--- config.mk ---
export PLATFORM = sky130hd
export DESIGN_NAME = taillight_sequencer
export DESIGN_NICKNAME = d
export VERILOG_FILES = /design/src/rtl/taillight_sequencer.sv
export SDC_FILE = /design/constraint.sdc
export NUM_CORES = 1
export LEC_CHECK = 0
export ABC_CLOCK_PERIOD_IN_PS = 3570
export BUFFER_PORTS_ARGS = -buffer_cell sky130_fd_sc_hd__buf_2
export CELL_PAD_IN_SITES_DETAIL_PLACEMENT = 0
export CELL_PAD_IN_SITES_GLOBAL_PLACEMENT = 2
export CORE_MARGIN = 2
export CORE_UTILIZATION = 36
export CTS_CLUSTER_DIAMETER = 30
export DETAILED_ROUTE_END_ITERATION = 16
export PLACE_DENSITY_LB_ADDON = 0.1
export SKIP_CTS_REPAIR_TIMING = 1
export SYNTH_ARGS = -nofsm -noshare
export SYNTH_HDL_FRONTEND = slang
export SYNTH_SLANG_ARGS = --single-unit
export TNS_END_PERCENT = 30
--- constraint.sdc ---
create_clock -name i_clk -period 3.57 [get_ports i_clk]
set_input_delay 0.357 -clock i_clk [delete_from_list [all_inputs] [get_ports i_clk]]
set_output_delay 0.357 -clock i_clk [all_outputs]
set_load 0.02 [all_outputs]
--- src/rtl/taillight_sequencer.sv ---
// ---------------------------------------------------------------------------
// taillight_sequencer
//   Timing/priority controller for the rear lamp cluster. Three LEDs per side
//   ([0] inner .. [2] outer). It turns brake / left / right / hazard requests
//   into a sequential turn sweep, a hazard blink or steady brake light.
//
//   Optional feature: define BRAKE_FLASH_EN to compile in the brake flash
//   burst. A brake 0->1 edge in IDLE gives 6 tick periods of alternating
//   111/000, starting lit, then steady 111. Without the macro, brake is
//   steady 111 at once.
//
// Parameters
//   TICK_DIV      clk cycles per animation step (>= 2)
// Ports
//   i_clk         system clock, all logic on posedge
//   i_rst         synchronous reset, active-high
//   i_brake       brake pedal request, level
//   i_turn_left   left indicator request, level
//   i_turn_right  right indicator request, level
//   i_hazard      hazard switch, level
//   o_led_l[2:0]  left lamp drive, 1 = lit (registered)
//   o_led_r[2:0]  right lamp drive, 1 = lit (registered)
// ---------------------------------------------------------------------------
module taillight_sequencer #(
    parameter int TICK_DIV = 12_500_000
) (
    input  logic       i_clk,
    input  logic       i_rst,
    input  logic       i_brake,
    input  logic       i_turn_left,
    input  logic       i_turn_right,
    input  logic       i_hazard,
    output logic [2:0] o_led_l,
    output logic [2:0] o_led_r
);
    localparam int CW = (TICK_DIV > 2) ? $clog2(TICK_DIV) : 1;

    typedef enum logic [1:0] {IDLE, LEFT, RIGHT, HAZARD} mode_t;

    mode_t         r_mode;
    mode_t         w_mode;
    logic [CW-1:0] r_cnt;
    logic [CW-1:0] w_cnt_nxt;
    logic [1:0]    r_phase;
    logic [1:0]    w_phase_nxt;
    logic          w_tick;
    logic [2:0]    w_sweep;
    logic [2:0]    w_led_l_nxt;
    logic [2:0]    w_led_r_nxt;
`ifdef BRAKE_FLASH_EN
    logic          r_brake_d;
    logic [2:0]    r_burst;
    logic [2:0]    w_burst_nxt;
    logic          w_brake_rise;
`endif

    // State register. Outputs are registered from the next-state view so that
    // an input change is visible on the lamps exactly one clk later.
    always_ff @(posedge i_clk) begin
        if (i_rst) begin
            r_mode    <= IDLE;
            r_cnt     <= '0;
            r_phase   <= 2'd0;
            o_led_l   <= 3'b000;
            o_led_r   <= 3'b000;
`ifdef BRAKE_FLASH_EN
            r_brake_d <= 1'b0;
            r_burst   <= 3'd0;
`endif
        end else begin
            r_mode    <= w_mode;
            r_cnt     <= w_cnt_nxt;
            r_phase   <= w_phase_nxt;
            o_led_l   <= w_led_l_nxt;
            o_led_r   <= w_led_r_nxt;
`ifdef BRAKE_FLASH_EN
            r_brake_d <= i_brake;
            r_burst   <= w_burst_nxt;
`endif
        end
    end

    // Next-state: mode priority, tick counter and phase.
    always_comb begin
        w_mode = IDLE;
        if (i_hazard || (i_turn_left && i_turn_right))
            w_mode = HAZARD;
        else if (i_turn_left)
            w_mode = LEFT;
        else if (i_turn_right)
            w_mode = RIGHT;

        w_tick = (r_cnt == CW'(TICK_DIV - 1));

        // Any mode change (including back to IDLE) restarts the pattern.
        if (w_mode != r_mode) begin
            w_cnt_nxt   = '0;
            w_phase_nxt = 2'd0;
        end else begin
            w_cnt_nxt   = w_tick ? '0 : r_cnt + CW'(1);
            w_phase_nxt = r_phase + 2'(w_tick);
        end

`ifdef BRAKE_FLASH_EN
        // Burst counter holds 6..0; it counts down one per tick. Odd values
        // are the dark half-periods. Releasing brake or leaving IDLE kills it.
        w_brake_rise = i_brake && !r_brake_d && (w_mode == IDLE);
        w_burst_nxt  = r_burst;
        if (w_brake_rise) begin
            w_burst_nxt = 3'd6;
            w_cnt_nxt   = '0;
        end else if (!i_brake || (w_mode != IDLE)) begin
            w_burst_nxt = 3'd0;
        end else if (w_tick && (r_burst != 3'd0)) begin
            w_burst_nxt = r_burst - 3'd1;
        end
`endif
    end

    // Output decode from the next mode/phase.
    always_comb begin
        case (w_phase_nxt)
            2'd1:    w_sweep = 3'b001;
            2'd2:    w_sweep = 3'b011;
            2'd3:    w_sweep = 3'b111;
            default: w_sweep = 3'b000;
        endcase

        w_led_l_nxt = {3{i_brake}};
        w_led_r_nxt = {3{i_brake}};
        case (w_mode)
            LEFT:    w_led_l_nxt = w_sweep;
            RIGHT:   w_led_r_nxt = w_sweep;
            HAZARD: begin
                // Brake is ignored here; dark phases stay dark.
                w_led_l_nxt = {3{w_phase_nxt[0]}};
                w_led_r_nxt = {3{w_phase_nxt[0]}};
            end
            default: ;
        endcase

`ifdef BRAKE_FLASH_EN
        // Non-zero burst only exists in IDLE with brake held.
        if (w_burst_nxt != 3'd0) begin
            w_led_l_nxt = {3{~w_burst_nxt[0]}};
            w_led_r_nxt = {3{~w_burst_nxt[0]}};
        end
`endif
    end

endmodule

==> impl_results.md <==
- Max incr delay on CP: 0.55 ns
- Routed length per instance: 14.3 µm
- Clock root buffer: clkbuf_8
- Top cells by area, synth: dfxtp_1 43%, xnor2_1 7.3%, nor3_1 6.4%
- F_max: 422 MHz
- Worst path cell trace: or4_1 -> nor4_1 -> and4_1 -> ha_1 -> xor2_1 -> a32oi_1 -> a21oi_1 -> nor2b_1
- Main synth FF type: dfxtp_1
- Worst setup SP type: register
- Synth area leader: dfxtp_1
- # port buffers: 11
- Drt via density: 5.50
- Die Area: 4910 µm²
- Area Growth Syn to Fin: 12.0%
- Worst Tran Pin Value: 1.01 ns
- PD cells: 402 nW/µm²
- CP max-delay cell: or4_1
- Yosys cell types: 33
- Ant diodes: 0
- Antenna violations before repair: 0
- Comb pwr share: 0.042
- Num CTS Buffers: 5
- Vias after detailed routing: 1330
- Total Neg Setup Slack: 0 ns
- Worst-case clock buffer depth: 2
- Gpl congestion: 0.847
- Worst IR drop on VDD: 0.168 mV
- Worst hold path class: input pin to register
- Net Switching: 0.158 mW
- Fin util: 0.412
- CTS tree: yes
- Outcome: finished, final reports clean
- Synth top area share: 0.433
- Core ar.: 4260 µm²
- Layout cell share with drive strength beyond 1: 0.121
- Flop pwr share: 0.547
- Avg Cell Area, Syn: 8.77 µm²
- Vias in the first global route: 1297
- H-tree depth: 2
- Total Nets Final: 197
- Final setup fails: 0
- R2R depth: 8
- EDFF count, synth: 0
- WP data required: 3.79 ns
- Clk_lat worst skew: 0.28 ns
- Critical-path maximum fanout: 5
- Crit path max-delay family: simple AND/OR/NAND/NOR gates
- Leakage: 0.564 nW
- Pint: 0.550 mW
- Max_cap viols: 0
- Worst-path clk slew: 0.07 ns
- First-pass GRT wire length: 5980 µm
- DR pass1 iterations: 4
- Global route total overflow: 0
- RSZ-0062 raised after global routing: false
- Slew HR: 0.323
- Stages on worst setup path: 8
- DR iter-0 viols: 61
- DRC Markers: 0
- WS Path Type: register to register
- Post-Syn Nets: 187
- Fraction of registers with async set/reset: 0
- Pin count of the biggest net entering global routing: 25
- Switching share of total power: 0.223
- # fillers: 444
- Die W: 70.0 µm
- Initial core utilization: 0.368
- Final Slew Violations: 0
- Arr. time, crit path: 2.58 ns
- Hold Vio Cnt, Final: 0
- ANT nets after route: 0
- Synth Cell Area: 1570 µm²
- Post-DP HPWL: 2440 µm
- Die height: 70.0 µm
- Hold depth: 2
- Mapped Cells: 179
- Crit end category: register
- Clk pwr share: 0.412
- Min Tclk post-route: 2.37 ns
- Ports: 12
- GRT Total Usage: 0.154
- WL final: 3470 µm
- Row cnt: 24
- Tcrit/Tclk final: 0.664
- CTS sink cnt: 34
- WP buf/inv: 0
- Ys Warns: 0
- Register area share after synthesis: 0.433
- Synth Register Bits: 34
- Worst Clk Skew: 0.00830 ns
[worst paths after layout]
| path | start | slack, ns | end |
|---|---|---|---|
| setup / recovery | r_cnt[7] | 1.20 | o_led_r[2] |
| setup reg to reg | r_cnt[7] | 1.20 | o_led_r[2] |
| hold / removal | i_rst | 0.34 | o_led_l[2] |
| hold reg to reg | r_cnt[23] | 0.50 | r_cnt[23] |
[stage by stage]
stage | hold WS (ns) | worst slack (ns) | cell area (µm²) | instances | power [mW]
2_1_floorplan | 0.426 | 1.01 | 1570 | 179 | 0.414
3_3_place_gp | 0.492 | 1.32 | 1670 | 234 | 0.425
3_5_place_dp | 0.497 | 1.25 | 1670 | 234 | 0.424
4_1_cts | 0.336 | 1.21 | 1760 | 242 | 0.716
5_1_grt | 0.343 | 1.00 | 1760 | 242 | 0.740
6_report | 0.340 | 1.20 | 1760 | 242 | 0.707
[cells by family after synthesis]
group,count (synthesis),synth area share
AO/OA/AOI/OAI,33,0.134
XOR/XNOR,16,0.0892
adder cells (fa/ha/maj),2,0.0159
buffers and inverters,13,0.0319
flip-flops,34,0.433
AND/OR/NAND/NOR,81,0.296
[sequential cells by signal, summed over array words and instances (netlist names)]
name / cells
r_cnt: 24
r_mode: 2
o_led_l: 3
o_led_r: 3
r_phase: 2
[synthesized netlist by cell type, types with 2 or more instances]
cell,instances
a21oi_1,7
nand4_1,4
nor2b_1,2
clkbuf_1,9
or4_1,5
nand4_4,2
o21ai_0,9
ha_1,2
o31ai_1,2
a211oi_1,9
xnor2_1,13
nor2_1,11
or3_1,7
dfxtp_1,34
and2_1,2
xor2_1,3
inv_1,3
nand2_1,8
nor4_1,5
nand3_1,10
nor3_1,20
[final cells by class]
class / instances / area (µm²) / area share
well taps: 52 / 65.1 / 0.0370
flip-flops and latches: 34 / 681 / 0.387
clock buffers: 7 / 86.3 / 0.0491
multi-input cells: 132 / 840 / 0.478
inverters: 3 / 11.3 / 0.00641
repair buffers: 13 / 70.1 / 0.0399
clock inverters: 1 / 5.00 / 0.00285
[per-layer routing]
metal,track usage,vias up,share of wire
li1,-,676,-
met1,0.201,630,0.50
met2,0.240,22,0.46
met4,0.0513,0,0.0058
met3,0.0476,2,0.029
met5,0,-,0
[layout by cell type (no fill, tap or decap), types with 2 or more instances in the layout]
cell type / instances
nor3_1: 20
buf_2: 11
a21oi_1: 7
inv_1: 3
nand4_1: 4
nor2_1: 11
buf_4: 2
o31ai_1: 2
a211oi_1: 9
o21ai_0: 9
and2_1: 2
nor4_1: 5
ha_1: 2
xnor2_1: 13
xor2_1: 3
or4_1: 5
nand4_4: 2
nor2b_1: 2
clkbuf_8: 6
or3_1: 7
nand3_1: 10
nand2_1: 8
dfxtp_1: 34
[power by group through the flow]
stage	clock network, mW	logic [mW]	registers [mW]
2_1_floorplan	0	0.0169	0.397
3_5_place_dp	0	0.0295	0.395
6_report	0.291	0.0297	0.387
5_1_grt	0.320	0.0329	0.387
3_3_place_gp	0	0.0297	0.395
4_1_cts	0.300	0.0296	0.386
(Power assumes the default switching activity.)
